===== src/rtl/kiwi_directorate_supervisor.sv =====
// Host-side supervisor for the batch directorate nets of a KiwiC-generated DUT.
// Sequences DUT reset, arms on syndrome 8'hFF, and latches the termination result.
module kiwi_directorate_supervisor #(
    parameter int unsigned RST_CYCLES  = 4,
    parameter int unsigned ARM_TIMEOUT = 16,
    parameter int unsigned WDOG_CYCLES = 3000,
    parameter int unsigned CNT_W       = 32
) (
    input  logic             clk,
    input  logic             reset,
    input  logic             i_start,
    input  logic             i_abort,
    input  logic             i_ack,
    input  logic [7:0]       i_dut_abend_syndrome,
    input  logic [7:0]       i_dut_unary_leds,
    output logic             o_dut_reset,
    output logic             o_busy,
    output logic             o_done,
    output logic [2:0]       o_status,
    output logic [7:0]       o_exit_code,
    output logic [CNT_W-1:0] o_cycle_count,
    output logic [7:0]       o_leds_snapshot
);

    localparam int unsigned RST_W = (RST_CYCLES > 1) ? $clog2(RST_CYCLES) : 1;
    localparam int unsigned ARM_W = (ARM_TIMEOUT > 1) ? $clog2(ARM_TIMEOUT) : 1;

    localparam logic [7:0] SYN_RUNNING = 8'hFF;

    localparam logic [2:0] ST_NONE    = 3'd0;
    localparam logic [2:0] ST_OK      = 3'd1;
    localparam logic [2:0] ST_ABEND   = 3'd2;
    localparam logic [2:0] ST_TIMEOUT = 3'd3;
    localparam logic [2:0] ST_ARMFAIL = 3'd4;
    localparam logic [2:0] ST_ABORTED = 3'd5;

    typedef enum logic [2:0] {
        S_IDLE,
        S_RESET,
        S_ARM,
        S_RUN,
        S_DONE
    } state_t;

    state_t           r_state;
    logic [RST_W-1:0] r_rst_cnt;
    logic [ARM_W-1:0] r_arm_cnt;
    logic             r_dut_reset;
    logic             r_busy;
    logic             r_done;
    logic [2:0]       r_status;
    logic [7:0]       r_exit_code;
    logic [CNT_W-1:0] r_cycle_count;
    logic [7:0]       r_leds_snapshot;

    state_t           w_state_nxt;
    logic [RST_W-1:0] w_rst_cnt_nxt;
    logic [ARM_W-1:0] w_arm_cnt_nxt;
    logic             w_dut_reset_nxt;
    logic             w_busy_nxt;
    logic             w_done_nxt;
    logic [2:0]       w_status_nxt;
    logic [7:0]       w_exit_code_nxt;
    logic [CNT_W-1:0] w_cycle_count_nxt;
    logic [7:0]       w_leds_snapshot_nxt;

    logic w_syn_running;
    logic w_rst_last;
    logic w_arm_last;
    logic w_wdog_last;

    assign w_syn_running = (i_dut_abend_syndrome == SYN_RUNNING);
    assign w_rst_last    = (r_rst_cnt == RST_W'(RST_CYCLES - 1));
    assign w_arm_last    = (r_arm_cnt == ARM_W'(ARM_TIMEOUT - 1));
    assign w_wdog_last   = (r_cycle_count == CNT_W'(WDOG_CYCLES - 1));

    // Next-state and result update; priority in RUN is abort, syndrome, watchdog.
    always_comb begin
        w_state_nxt         = r_state;
        w_rst_cnt_nxt       = r_rst_cnt;
        w_arm_cnt_nxt       = r_arm_cnt;
        w_dut_reset_nxt     = r_dut_reset;
        w_status_nxt        = r_status;
        w_exit_code_nxt     = r_exit_code;
        w_cycle_count_nxt   = r_cycle_count;
        w_leds_snapshot_nxt = r_leds_snapshot;

        unique case (r_state)
            S_IDLE: begin
                w_dut_reset_nxt = 1'b1;
                if (i_start) begin
                    w_status_nxt        = ST_NONE;
                    w_exit_code_nxt     = 8'h00;
                    w_cycle_count_nxt   = '0;
                    w_leds_snapshot_nxt = 8'h00;
                    w_rst_cnt_nxt       = '0;
                    w_state_nxt         = S_RESET;
                end
            end
            S_RESET: begin
                if (i_abort) begin
                    w_state_nxt         = S_DONE;
                    w_status_nxt        = ST_ABORTED;
                    w_dut_reset_nxt     = 1'b1;
                    w_leds_snapshot_nxt = i_dut_unary_leds;
                end else if (w_rst_last) begin
                    w_dut_reset_nxt = 1'b0;
                    w_arm_cnt_nxt   = '0;
                    w_state_nxt     = S_ARM;
                end else begin
                    w_rst_cnt_nxt = r_rst_cnt + RST_W'(1);
                end
            end
            S_ARM: begin
                if (i_abort) begin
                    w_state_nxt         = S_DONE;
                    w_status_nxt        = ST_ABORTED;
                    w_dut_reset_nxt     = 1'b1;
                    w_leds_snapshot_nxt = i_dut_unary_leds;
                end else if (w_syn_running) begin
                    w_cycle_count_nxt = '0;
                    w_state_nxt       = S_RUN;
                end else if (w_arm_last) begin
                    w_state_nxt     = S_DONE;
                    w_status_nxt    = ST_ARMFAIL;
                    w_dut_reset_nxt = 1'b1;
                end else begin
                    w_arm_cnt_nxt = r_arm_cnt + ARM_W'(1);
                end
            end
            S_RUN: begin
                if (i_abort) begin
                    w_state_nxt         = S_DONE;
                    w_status_nxt        = ST_ABORTED;
                    w_dut_reset_nxt     = 1'b1;
                    w_leds_snapshot_nxt = i_dut_unary_leds;
                end else if (!w_syn_running) begin
                    w_state_nxt         = S_DONE;
                    w_exit_code_nxt     = i_dut_abend_syndrome;
                    w_leds_snapshot_nxt = i_dut_unary_leds;
                    w_status_nxt        = (i_dut_abend_syndrome == 8'h00) ? ST_OK : ST_ABEND;
                end else if (w_wdog_last) begin
                    w_state_nxt         = S_DONE;
                    w_cycle_count_nxt   = CNT_W'(WDOG_CYCLES);
                    w_status_nxt        = ST_TIMEOUT;
                    w_dut_reset_nxt     = 1'b1;
                    w_leds_snapshot_nxt = i_dut_unary_leds;
                end else begin
                    w_cycle_count_nxt = r_cycle_count + CNT_W'(1);
                end
            end
            S_DONE: begin
                if (i_ack) begin
                    w_state_nxt     = S_IDLE;
                    w_dut_reset_nxt = 1'b1;
                end
            end
            default: begin
                w_state_nxt     = S_IDLE;
                w_dut_reset_nxt = 1'b1;
            end
        endcase

        w_busy_nxt = (w_state_nxt == S_RESET) || (w_state_nxt == S_ARM) || (w_state_nxt == S_RUN);
        w_done_nxt = (w_state_nxt == S_DONE);
    end

    always_ff @(posedge clk) begin
        if (reset) begin
            r_state         <= S_IDLE;
            r_rst_cnt       <= '0;
            r_arm_cnt       <= '0;
            r_dut_reset     <= 1'b1;
            r_busy          <= 1'b0;
            r_done          <= 1'b0;
            r_status        <= ST_NONE;
            r_exit_code     <= 8'h00;
            r_cycle_count   <= '0;
            r_leds_snapshot <= 8'h00;
        end else begin
            r_state         <= w_state_nxt;
            r_rst_cnt       <= w_rst_cnt_nxt;
            r_arm_cnt       <= w_arm_cnt_nxt;
            r_dut_reset     <= w_dut_reset_nxt;
            r_busy          <= w_busy_nxt;
            r_done          <= w_done_nxt;
            r_status        <= w_status_nxt;
            r_exit_code     <= w_exit_code_nxt;
            r_cycle_count   <= w_cycle_count_nxt;
            r_leds_snapshot <= w_leds_snapshot_nxt;
        end
    end

    assign o_dut_reset     = r_dut_reset;
    assign o_busy          = r_busy;
    assign o_done          = r_done;
    assign o_status        = r_status;
    assign o_exit_code     = r_exit_code;
    assign o_cycle_count   = r_cycle_count;
    assign o_leds_snapshot = r_leds_snapshot;

endmodule

===== config.mk =====
export PLATFORM = sky130hd
export DESIGN_NAME = kiwi_directorate_supervisor
export DESIGN_NICKNAME = d
export VERILOG_FILES = /design/src/rtl/kiwi_directorate_supervisor.sv
export SDC_FILE = /design/constraint.sdc
export NUM_CORES = 1
export LEC_CHECK = 0
export CELL_PAD_IN_SITES_DETAIL_PLACEMENT = 2
export CELL_PAD_IN_SITES_GLOBAL_PLACEMENT = 2
export CORE_MARGIN = 2
export CORE_UTILIZATION = 27
export DETAILED_ROUTE_END_ITERATION = 6
export HOLD_SLACK_MARGIN = 0.15
export PLACE_DENSITY_LB_ADDON = 0.1
export SKIP_CTS_REPAIR_TIMING = 1
export SYNTH_ARGS = -nofsm -noshare
export SYNTH_HDL_FRONTEND = slang
export SYNTH_SLANG_ARGS = --single-unit

===== constraint.sdc =====
create_clock -name clk -period 1.8 [get_ports clk]
set_input_delay 0.27 -clock clk [delete_from_list [all_inputs] [get_ports clk]]
set_output_delay 0.27 -clock clk [all_outputs]
set_load 0.01 [all_outputs]

# == Yosys cells after proc, flatten, opt, wreduce, memory -nomap -nowiden ==
# Index checks and enable logic that the tools add are counted.
# W data, S select, Z words.
# totals
register_bits,63
input_bits,21
out_inout_bits,54
elab_cells,120
# classes
add_sub_neg,3
n_eq_ne,32
muxes,57
reduce_logical,18
# ops
operator,count
$mux W32,6
$pmux W32 S3,1
$mux W8,7
$mux W3,18
$add A32 B1 Y32 const B,1
$eq A32 B12 Y1 const B,1
$ne A2 B2 Y1 const B,13
$pmux W8 S3,1
$reduce_and A6 Y1,4
$mux W4,5
$pmux W8 S2,1
$ne A3 B3 Y1 const B,5
$pmux W3 S5,1
$eq A3 B2 Y1 const B,4
$pmux W3 S4,1
$reduce_and A4 Y1,3
$mux W1,9
$eq A8 B8 Y1 const B,1
$logic_not A8 Y1,1
$mux W2,4
$pmux W4 S2,1
$eq A3 B1 Y1 const B,2
$eq A3 B3 Y1 const B,2
$reduce_bool A2 Y1,3
other kinds (13),15

# == Depth between registers and ports, before layout ==
# Gate-level depths: netlist of run 1.
# logic_depth
ltp_word,8
mapped_depth,7
ltp_nobuf,6

# == Least setup slack after synthesis of run 1 ==
# No wires, ideal clock.
# synth_path
kind,flip-flop to flip-flop
start,"reg r_cycle_count[0], in the netlist o_cycle_count[0]"
end,"reg r_cycle_count[14], in the netlist o_cycle_count[14]"
setup_ps,70
t_arrival_ps,1948
required_time_ps,1730
path_slack_ps,-218
path_stages_with_launch,8
synth_period_minus_slack_ps,2018
path_cell_list,dfxtp_1 > ha_1 > and3_1 > clkbuf_1 > nand2_1 > or4_4 > or3_1 > a21oi_1
# synth_via
elab_chain_cells,5
# synth_rtl
element,line,source
"start, declared",53,logic [CNT_W-1:0] r_cycle_count;
"start signal, assigned",189,r_cycle_count <= w_cycle_count_nxt;
$add A32 B1 Y32 / $eq A32 B12 Y1 (equally long branches),"149, 75",
$mux W32 (*),142,end else if (w_wdog_last) begin
$mux W32 (*),137,end else if (!w_syn_running) begin
$mux W32 (*),132,if (i_abort) begin
$pmux W32 S3 (*),88,unique case (r_state)
# Mark *: on every way between the ends. The rest lies on a longest branch, timed or not. The select of a mux whose other input is x is not followed.
# A chain may end at the register's enable or synchronous reset.

# == Final worst setup path of run 1 ==
# layout_path
start,reg r_state[1]
end,"reg r_cycle_count[29], in the netlist o_cycle_count[29]"
# layout_via
elab_chain_cells,3
# layout_rtl
element,line,source
"start, declared",45,state_t r_state;
"start signal, assigned",181,r_state <= w_state_nxt;
$eq A3 B2 Y1 / $logic_not A3 Y1 (equally long branches),88,
$ne A2 B2 Y1 (no source line) / $reduce_bool A3 Y1 (equally long branches),-,
$reduce_and A6 Y1 (no source line),-,
# Parallel ways exist; a longest one is shown, timed or not.

==> results of run 1 <==
==> cell families after synthesis <==
logic type	count (synthesis)
compound gates	80
xor+xnor	16
fa+ha+maj	3
buf+inv	26
flops	63
mux	15
simple gates	187
==> worst min-delay path, delay by kind of cell <==
kind / cells / cell delay [ns]
compound gates: 1 / 0.06
buf+inv: 2 / 0.30
simple gates: 1 / 0.06
==> layer usage <==
| layer | part of all wire [%] | vias up | GRT usage [%] | wire length, um |
|---|---|---|---|---|
| met5 | 0 | - | 0 | 0 |
| met4 | 2.8 | 0 | 7.791 | 418 |
| met3 | 2.7 | 26 | 3.848 | 402 |
| met2 | 51 | 75 | 34.98 | 7671 |
| met1 | 44 | 1908 | 26.35 | 6563 |
| li1 | - | 1784 | - | - |
==> flip-flops by register name, summed over array words and instances (netlist names), 2 cells and up <==
name             cells
o_exit_code          8
r_arm_cnt            4
o_leds_snapshot      8
r_rst_cnt            2
o_status             3
r_state              3
o_cycle_count       32
==> stage by stage <==
step                setup slack [ns]  hold slack (ns)  setup TNS [ns]  total power, mW
finish                       -0.1483           0.3945          -1.451            3.421
global route                 -0.1931           0.4218          -5.739            3.544
CTS                          -0.3459           0.4762          -13.20            3.412
detailed placement           -0.6363           0.4665          -23.79            1.806
global placement             -0.5371           0.4544          -20.90            1.797
floorplan                   -0.07029           0.4088         -0.1582            1.596
==> final cells by class <==
type                            instances  area [sq um]  share of cell area (%)
Sequential cell                        63          1294                   22.42
Multi-Input combinational cell        301          2322                   40.25
Clock inverter                          1         5.005                 0.08675
Clock buffer                           15         257.7                   4.468
Inverter                                5         18.77                  0.3253
Timing Repair Buffer                  183          1688                   29.26
Tap cell                              147         183.9                   3.188
==> synth_stat cells (2+ instances only) <==
cell type  number
dfxtp_1        63
nor2_1         36
a21oi_1        32
nand2_1        25
nand2b_1       24
nand3_1        19
o21ai_0        18
clkbuf_1       16
mux2i_1        13
nor4_1         13
xnor2_1        12
and4_1         10
nand4_1         9
and3_1          5
inv_1           5
nand3b_1        5
nor2b_1         5
nor4b_1         5
or3_1           5
or4_1           5
a31oi_1         4
nor3_1          4
o2111ai_1       4
xor2_1          4
a211oi_1        3
a21bo_2         3
and2_1          3
ha_1            3
nand4_2         3
a2111oi_0       2
a21o_1          2
a311oi_1        2
buf_1           2
mux2_2          2
nor3b_1         2
==> final timing paths <==
path	startpoint	to	cells after the start
max	r_state[1]$_SDFF_PP0_	o_cycle_count[29]$_SDFFE_PP0P_	5
min	i_dut_abend_syndrome[6]	o_exit_code[6]$_SDFFE_PP0P_	4
max reg2reg	r_state[1]$_SDFF_PP0_	o_cycle_count[29]$_SDFFE_PP0P_	5
min reg2reg	o_exit_code[6]$_SDFFE_PP0P_	o_exit_code[6]$_SDFFE_PP0P_	2
==> where the power goes <==
part / internal (mW) / switching, mW / leakage [nW]
clock network: 0.969 / 0.620 / 0.128
registers: 1.41 / 0.00942 / 0.519
logic: 0.206 / 0.212 / 1.54
total: 2.58 / 0.842 / 2.19
==> summary.md, run 1 <==
| Metric | Value |
|---|---|
| Fin nets | `587` |
| Layout overhead on the synthesized area | `73.67%` |
| H-tree Lvls | `3` |
| Final Slew Violations | `0` |
| FMAX | `0.5133 GHz` |
| Dpl hpwl | `9924 um` |
| Vias in the first global route | `4010` |
| Max FO, Critical Path | `5` |
| First-pass iteration count of the detailed router | `4` |
| Proportion of layout cells with a drive suffix above 1 | `36.27%` |
| Synth Area in XOR/XNOR | `4.218%` |
| Pleak | `2.187 nW` |
| Ys flop type | `dfxtp_1` |
| First-pass GRT wire length | `21160 um` |
| Power density over the cells | `593.0 mW/mm^2` |
| Most frequent cells in the layout | `buf_4, clkdlybuf4s50_1, dfxtp_1` |
| Placed Cells incl. Taps | `690` |
| Avg Cell Area, Syn | `8.518 sq um` |
| Max-cap violations | `0` |
| DR vias/cell | `5.305` |
| IO buf count | `74` |
| Die footprint | `0.01321 sq mm` |
| Asr flop ratio synth | `0%` |
| Cell area after synthesis | `0.003322 sq mm` |
| Post-route clock period utilization | `108.2%` |
| Area after DPL | `0.004995 sq mm` |
| Clock root buffer | `clkbuf_16` |
| Kind of critical path | `reg2reg` |
| Critical Path, Cell by Cell | `or3b_4 > o31a_4 > or4_4 > or3_4 > a21oi_2` |
| Minimum clock period | `1.948 ns` |
| Peak VDD IR | `0.4718 mV` |
| Proportion of synthesized area in mux cells | `4.595%` |
| Worst-path clk slew | `0.05 ns` |
| Largest family of logic cells by synthesized area | `simple AND/OR/NAND/NOR gates` |
| Synth top area share | `37.97%` |
| DRT antenna net count | `0` |
| Worst path required time | `2.07 ns` |
| Final setup margin | `-0.1483 ns` |
| Synth top area cells | `dfxtp_1, a21oi_1, nand2b_1` |
| Num Clock Sinks | `63` |
| Fill cell count | `1270` |
| Compound-cell area share of the yosys netlist | `15.22%` |
| CP Buf/Inv Count | `0` |
| Worst-Skew Late Latency | `0.34 ns` |
| Post-synth cell types | `57` |
| Commonest non-fill, non-tap cell in the layout | `buf_4` |
| Mapped Cells | `390` |
| Crit start category | `register` |
| Vias | `3793` |
| Initial core utilization | `27.66%` |
| GRT Total Usage | `20.73%` |
| Synth Net Count | `414` |
| Design area | `0.005769 sq mm` |
| Syn. warnings | `0` |
| Die H | `114.9 um` |
| Final wirelength | `15060 um` |
| Crit path largest cell delay | `0.49 ns` |
| Final non-filler cell total | `715` |
| Run status | `finished with violations` |
| Die width | `114.9 um` |
| RePlAce Congestion | `0.8286` |
| Routed len/inst | `21.06 um` |
| Critical Path AT | `2.22 ns` |
| EDFF count, synth | `0` |
| Final setup viols | `30` |
| RSZ-0062 raised after global routing | `yes` |
| 1st-iter DRT viols | `86` |
| Top cell family by delay on the critical path | `simple AND/OR/NAND/NOR gates` |
| FF+latch count, synth | `63` |
| Area of the core | `0.01201 sq mm` |
| CP endpoint kind | `register` |
| Slew margin rel. | `65.97%` |
| Hold crit path type | `in2reg` |
| Largest net degree at the start of global routing | `25` |
| Initial antenna violation count | `0` |
| Worst slew pin tran | `0.4976 ns` |
| GRT overflow | `0` |
| TritonCTS Buffers | `9` |
| Synth Area in Adders | `1.130%` |
| R2R Setup Slk | `-0.15 ns` |
| Post-Route Skew | `0.008618 ns` |
| Failing checks | `setup timing` |
| CTS max path bufs | `2` |
| Seq/Total Area, Yosys | `37.97%` |
| Final Hold Vio Count | `0` |
| Area leader, netlist | `dfxtp_1` |
| Antenna Cells | `0` |
| Post-Synth Simple-Gate Area | `33.63%` |
| Residual DRC | `0` |
| IO Pins | `75` |
| TritonCTS clock tree | `done` |
| Final core occ | `48.03%` |
| Critical path's slowest cell | `or4_4` |
| Rows | `40` |
No activity file was read; power rests on OpenSTA's default activity.
==> run 2, diff against run 1 <==
ABC_CLOCK_PERIOD_IN_PS = 1800   (was not set)
==> results of run 2 <==
Final layout, timing and power as in run 1 (identical DEF).
==> run 3, diff against run 2 <==
REMOVE_ABC_BUFFERS = 1   (was not set)
==> summary.md, run 3 (synthesis results as in run 1) <==
| Metric | Value |
|---|---|
| Worst path required time | `2.07 ns (about the same)` |
| Max FO, Critical Path | `5 (unchanged)` |
| Minimum clock period | `2.014 ns (+0.06566 ns)` |
| GRT overflow | `0 (unchanged)` |
| Fin nets | `592 (+0.85%)` |
| Critical Path AT | `2.28 ns (+0.06 ns)` |
| H-tree Lvls | `3 (unchanged)` |
| Worst R2R Path Depth | `6 (+1)` |
| Failing checks | `setup timing` |
| Routed len/inst | `20.98 um (-0.34%)` |
| TritonCTS Buffers | `9 (unchanged)` |
| Most frequent cells in the layout | `buf_4, clkdlybuf4s50_1, dfxtp_1` |
| Max reg flops | `32 (unchanged)` |
| Critical hold path startpoint | `i_dut_abend_syndrome[3]` |
| Hold_ws | `0.2647 ns (-0.1298 ns)` |
| Largest net degree at the start of global routing | `24 (-4.0%)` |
| Die H | `114.9 um (unchanged)` |
| Commonest non-fill, non-tap cell in the layout | `buf_4` |
| Worst R2R Start | `o_cycle_count[6]$_SDFFE_PP0P_` |
| Final wirelength | `15110 um (+0.35%)` |
| Power density over the cells | `681.0 mW/mm^2 (+15%)` |
| R2R Setup Slk | `-0.21 ns (-0.07 ns)` |
| CP endpoint kind | `register` |
| Die width | `114.9 um (unchanged)` |
| RSZ-0062 raised after global routing | `yes` |
| Reg-to-Reg End | `o_cycle_count[14]$_SDFFE_PP0P_` |
| Area of the core | `0.01201 sq mm (unchanged)` |
| Initial core utilization | `27.66% (unchanged)` |
| IO Pins | `75 (unchanged)` |
| Fill cell count | `1288 (+1.4%)` |
| Hold crit path type | `in2reg` |
| Rows | `40 (unchanged)` |
| First-pass GRT wire length | `21020 um (-0.65%)` |
| Worst-path clk slew | `0.06 ns (about the same)` |
| Final Slew Violations | `0 (unchanged)` |
| Residual DRC | `0 (unchanged)` |
| Slew margin rel. | `71.39% (+5.4 points)` |
| Max-cap violations | `0 (unchanged)` |
| Clock root buffer | `clkbuf_16` |
| Post-Route Skew | `0.01224 ns (+0.003620 ns)` |
| Final Hold Vio Count | `0 (unchanged)` |
| 1st-iter DRT viols | `124 (+44%)` |
| Worst-Skew Late Latency | `0.35 ns (about the same)` |
| Final setup viols | `28 (-6.7%)` |
| Layout overhead on the synthesized area | `71.98%` |
| Num Clock Sinks | `63 (unchanged)` |
| Crit start category | `register` |
| Worst slew pin tran | `0.4253 ns (-0.07238 ns)` |
| DRT antenna net count | `0 (unchanged)` |
| Final setup margin | `-0.2140 ns (-0.06566 ns)` |
| DR vias/cell | `5.360 (+1.0%)` |
| Proportion of layout cells with a drive suffix above 1 | `33.33% (-2.9 points)` |
| FMAX | `0.4965 GHz (-3.3%)` |
| Total negative slack | `-2.431 ns (-0.9801 ns)` |
| Antenna Cells | `0 (unchanged)` |
| Kind of critical path | `reg2reg` |
| Vias in the first global route | `4033 (+0.57%)` |
| CTS max path bufs | `2 (unchanged)` |
| Peak VDD IR | `0.3695 mV (-22%)` |
| Vias | `3859 (+1.7%)` |
| Min-Delay Endpoint | `o_exit_code[3]$_SDFFE_PP0P_` |
| Number of cells on the worst hold path | `3 (-1)` |
| Initial antenna violation count | `0 (unchanged)` |
| Dpl hpwl | `9652 um (-2.7%)` |
| Pleak | `2.213 nW (+1.2%)` |
| Post-route clock period utilization | `111.9% (+3.6 points)` |
| IO buf count | `74 (unchanged)` |
| RePlAce Congestion | `0.8155 (-1.6%)` |
| TritonCTS clock tree | `done` |
| Run status | `finished with violations` |
| First-pass iteration count of the detailed router | `4 (unchanged)` |
| GRT Total Usage | `20.59% (-0.14 points)` |
| Die footprint | `0.01321 sq mm (unchanged)` |
run 3: cell count changes in the layout (fill, tap and decap cells not counted), moves of 4 or more:
cell      previous run  this run
a21oi_1             27        31
a21oi_2              5         0
buf_4               98       104
clkbuf_1             5         1
dfxtp_1             45        53
dfxtp_2             14         9
nor4_1               4         9
o21ai_0              9        16
o21ai_1              7         1
or4_1                0         4
or4_4                6         2
run 3: power breakdown:
part / total [mW] / internal [mW] / switching (mW)
combinational: 0.406 / 0.202 / 0.204
clock: 2.07 / 1.37 / 0.702
sequential: 1.42 / 1.41 / 0.00854
total: 3.89 / 2.98 / 0.915
run 3: worst max path at each step:
stage,from,to,slack [ns],depth (start not counted)
CTS,o_cycle_count[7]$_SDFFE_PP0P_,o_cycle_count[22]$_SDFFE_PP0P_,-0.37,7
detailed placement,i_start,o_cycle_count[14]$_SDFFE_PP0P_,-0.67,6
finish,o_cycle_count[6]$_SDFFE_PP0P_,o_cycle_count[14]$_SDFFE_PP0P_,-0.21,6
global route,o_cycle_count[3]$_SDFFE_PP0P_,o_cycle_count[14]$_SDFFE_PP0P_,-0.26,6
global placement,i_start,o_cycle_count[14]$_SDFFE_PP0P_,-0.63,6
floorplan,r_state[2]$_SDFF_PP0_,o_status[1]$_SDFFE_PP0P_,-0.45,5
run 3: area by class of cell:
type	instances	area [sq um]	area share, %
multi-input cells	301	2196	38.44
repair buffers	188	1694	29.65
flip-flops and latches	63	1276	22.34
clock buffers	14	284.0	4.972
well taps	147	183.9	3.219
clock inverters	2	60.06	1.051
inverters	5	18.77	0.3285
run 3: critical path: stages, from the launching register on:
cell and delay [ns]:
dfxtp_2 0.34, buf_4 0.12, and4_4 0.26, nand2_1 0.09, or4_4 0.54, or3_1 0.42, a21oi_1 0.17
run 3: stage by stage:
step	setup WS (ns)	cell area [sq um]	cells	utilization, %	power, mW
after floorplan	-0.4450	3233	369	-	1.575
after global placement	-0.6263	4933	690	41.07	1.785
after detailed placement	-0.6681	4933	690	41.07	1.795
after CTS	-0.3694	5278	706	43.94	3.848
after global routing	-0.2618	5713	720	47.56	4.013
final	-0.2140	5713	720	47.56	3.890
run 3: per-layer routing:
layer	vias to the layer above	GRT usage, %	routed length [um]
met1	1940	26.45	6708
met2	101	34.67	7495
met3	19	3.479	667
li1	1799	-	-
met4	0	7.711	237
met5	-	0	0
==> variant 1, RTL diff (flow settings as in run 1) <==
The 5 states of `state_t` get a Gray code encoding in 3 bits.
--- a/src/rtl/kiwi_directorate_supervisor.sv
+++ b/src/rtl/kiwi_directorate_supervisor.sv
@@ -37,7 +37,7 @@
     typedef enum logic [2:0] {
-        S_IDLE,
-        S_RESET,
-        S_ARM,
-        S_RUN,
-        S_DONE
+        S_IDLE  = 3'b000,
+        S_RESET = 3'b001,
+        S_ARM   = 3'b011,
+        S_RUN   = 3'b010,
+        S_DONE  = 3'b110
     } state_t;
Formal check against the unedited RTL: same outputs for any inputs over 10 cycles, from zero or initial values and one cycle with reset high; not proved beyond that.
==> variant 1 against run 1 <==
The run still ends with negative setup slack left; cell area decreased by 2.8%; worst hold slack lost 0.11 ns; wire length grew 0.62%; clock power hardly changed; global-route usage grew 0.55 points; worst setup slack got worse by 0.048 ns; total power rose by 9.5%; sequential cell count stayed put; synthesized cell count rose by 1.8%; final cell count grew 3.4%; area after synthesis decreased by 0.98%.
==> variant 1: results (changes against run 1) <==
metric	value	unit	change
status	complete, but fails checks		unchanged
failing checks	negative setup slack		unchanged
met3 wire length	424	µm	was 402 µm
gr usage total	21.3	%	was 20.7%
worst setup margin	-0.196	ns	was -0.148 ns
pin count of the biggest net entering global routing	26		was 25
Detail Placement HPWL	9870	µm	was 9920 µm
sequential cell area fraction in the yosys report	38.3	%	was 38.0%
Nets	612		was 587
share of post-route cells with drive strength above 1	32.4	%	was 36.3%
NetSw	1030	µW	was 842 µW
wire length of the first global-routing pass	21600	µm	was 21200 µm
leak pwr	0.00222	µW	was 0.00219 µW
Clock transition at path regs	0.05	ns	about the same
Distinct cells, synth	55		was 57
post-place setup slack	-0.410	ns	was -0.636 ns
Post-Route M1 WL	6770	µm	was 6560 µm
Sequential Power Share	39.1	%	was 41.3%
wire length per cell	20.5	µm	was 21.1 µm
maximum vdd drop	0.000330	V	was 0.000472 V
worst-path fanout max	7		was 5
Worst Tran Pin Value	0.419	ns	was 0.498 ns
cell count after synthesis	397		was 390
largest cells by area after synthesis	dfxtp_1 (38%), nor2_1 (4.2%), a21oi_1 (4.1%)		was dfxtp_1 (38%), a21oi_1 (4.8%), nand2b_1 (4.5%)
vias in the first global route	4151		was 4010
routed via count	3920		was 3793
Synthesized Nets	421		was 414
Final setup viols	25		was 30
RD Place Congestion	0.777		was 0.829
DR iter-0 viols	129		was 86
Clock Path Buffers	2		unchanged
cells on worst reg2reg path	7		was 5
WL met2	7700	µm	was 7670 µm
top post-synthesis cells by count	dfxtp_1 (63), nor2_1 (37), nand2_1 (33), a21oi_1 (27), o21ai_0 (24)		was dfxtp_1 (63), nor2_1 (36), a21oi_1 (32), nand2_1 (25), nand2b_1 (24)
Setup Skew	0.00440	ns	was 0.00862 ns
worst setup path start	o_cycle_count[13]		was r_state[1]
reg2reg end	o_cycle_count[31]		was o_cycle_count[29]
setup TNS	-1.36	ns	was -1.45 ns
## variant 1: worst max-delay path, stage by stage, from the launching register on
cell and delay [ns]:
dfxtp_1 0.33, buf_4 0.17, nand4_4 0.19, nor4_4 0.44
nand4_1 0.23, buf_4 0.20, o21ai_0 0.23, a21oi_2 0.09
## variant 1: layer usage
metal  GRT usage (%)  vias up
met5               0        -
li1                -     1850
met2            36.7       73
met4            6.59        0
met1            26.9     1979
met3            3.97       18
## variant 1: how the worst min path moves through the flow
stage | endpoint | slack [ns] | cells after the start
final | o_exit_code[6] | 0.28 | 3
after global routing | o_exit_code[6] | 0.30 | 3
after CTS | o_exit_code[7] | 0.47 | 2
after detailed placement | o_exit_code[7] | 0.45 | 2
after global placement | o_exit_code[5] | 0.44 | 2
after floorplan | r_state[0] | 0.34 | 1
## variant 1: kinds of logic after synthesis
group           count (synthesis)  synth area share [%]
fa+ha+maj                       3                  1.14
flops                          63                  38.3
compound gates                 91                  18.3
buf+inv                        30                  3.69
mux                            11                  3.39
simple gates                  181                  30.4
xor+xnor                       18                  4.79
## variant 1: power by group through the flow
stage | clock (µW) | combinational [µW] | sequential (µW)
after floorplan | 0 | 266 | 1500
after global placement | 0 | 588 | 1490
after detailed placement | 0 | 604 | 1490
after CTS | 1620 | 618 | 1460
after global routing | 1680 | 737 | 1470
final | 1590 | 687 | 1470
## variant 1: final cells by class
type,instances,area (µm²)
Sequential cell,63,1280
Timing Repair Buffer,199,1740
Clock buffer,14,254
Inverter,11,41.3
Multi-Input combinational cell,304,2100
Clock inverter,1,5.00
Fill cell,1312,6350
Tap cell,147,184
## variant 1: per-stage QoR
step,cell area (µm²),cells
final,5610,739
after global routing,5610,739
after CTS,5210,721
after detailed placement,4950,706
after global placement,4950,706
after floorplan,3290,397
==> variant 2, RTL diff (settings of run 1) <==
Without the edit above. Change the parameter `WDOG_CYCLES` from 3000 to 1500.
--- a/src/rtl/kiwi_directorate_supervisor.sv
+++ b/src/rtl/kiwi_directorate_supervisor.sv
@@ -5,3 +5,3 @@
     parameter int unsigned ARM_TIMEOUT = 16,
-    parameter int unsigned WDOG_CYCLES = 3000,
+    parameter int unsigned WDOG_CYCLES = 1500,
     parameter int unsigned CNT_W       = 32
Check against the original RTL: no difference found for any inputs over 10 cycles, from zero or initial values and one cycle with reset high; that may be too few to reach the edited logic, so the function may still have changed.
==> variant 2 against run 1 <==
The flow still finishes with violations (negative setup slack); core utilization is 2.4 points lower; area after synthesis fell by 1.7%; sequential share of layout area up 0.99 points; sequential cell count stayed put; worst setup slack improved by 0.037 ns; global-route usage fell by 1.1 points; non-clock buffer count down 15; worst hold slack worse by 0.13 ns; wire length decreased by 14%; cell area is 5.7% lower; via count is 6.6% lower; total power rose by 1.5%; largest cell class unchanged; highest routed layer unchanged.
==> variant 2: results (changes against run 1) <==
metric	value	unit	change
Slew headroom	72.2	%	was 66.0%
failing checks	negative setup slack		unchanged
Final setup viols	22		was 30
cell count after synthesis	380		was 390
Synth Area in Adders	1.15	%	was 1.13%
status	complete, but fails checks		unchanged
Clock Power Share	46.0	%	was 46.4%
DR iter-0 viols	138		was 86
maximum vdd drop	0.000319	V	was 0.000472 V
setup TNS	-1.01	ns	was -1.45 ns
Nets	564		was 587
Logic power comb	451	µW	was 418 µW
worst setup margin	-0.111	ns	was -0.148 ns
Arrival @ worst endpoint	2.19	ns	was 2.22 ns
Design Area, Final	5440	µm²	was 5770 µm²
Synthesized Nets	404		was 414
sequential cell area fraction in the yosys report	38.6	%	was 38.0%
Signal inverters	4		was 5
Synth Area in XOR/XNOR	5.10	%	was 4.22%
routed via count	3541		was 3793
post-place setup slack	-0.505	ns	was -0.636 ns
CP peak stage delay	0.41	ns	was 0.49 ns
fillers	1299		was 1270
fraction of area in multi-input gates	39.6	%	was 40.3%
gr usage total	19.6	%	was 20.7%
pwr dens	639	nW/µm²	was 593 nW/µm²
Non-CTS buffers	168		was 183
Compound-Gate Fraction of Synth Area	13.3	%	was 15.2%
Distinct cells, synth	53		was 57
Layout clock area frac	4.76	%	was 4.55%
clkbuf count	14		was 15
Setup crit end	o_cycle_count[28]		was o_cycle_count[29]
proportion of synthesized area in mux cells	4.29	%	was 4.60%
Setup Skew	0.00407	ns	was 0.00862 ns
largest cells by area after synthesis	dfxtp_1 (39%), a21oi_1 (4.6%), nand2b_1 (4.6%)		was dfxtp_1 (38%), a21oi_1 (4.8%), nand2b_1 (4.5%)
pin count of the biggest net entering global routing	17		was 25
Data buffer area share	28.6	%	was 29.3%
[variant 2: cell count changes after synthesis, sizes merged, moves of 3 or more]
cell	run 1	this run
nor4	15	10
nand4	13	18
xnor2	12	9
xor2	4	10
and4	10	7
o2111ai	4	0
o21ai	19	13
or3	5	2
and2	3	7
[variant 2: worst min path at each step]
stage                             from                 end  slack, ns  depth (start not counted)
2_1_floorplan      i_dut_unary_leds[0]  o_leds_snapshot[0]       0.41                          2
4_1_cts            i_dut_unary_leds[4]  o_leds_snapshot[4]       0.48                          3
3_3_place_gp            o_exit_code[2]      o_exit_code[2]       0.46                          2
6_report       i_dut_abend_syndrome[3]      o_exit_code[3]       0.26                          3
5_1_grt        i_dut_abend_syndrome[4]      o_exit_code[4]       0.31                          3
3_5_place_dp            o_exit_code[2]      o_exit_code[2]       0.47                          2
[variant 2: per-layer routing]
metal	part of all wire [%]	global-route usage (%)
met3	3.2	4.04
met1	44	23.1
met2	51	35.5
met4	1.7	6.34
met5	0	0
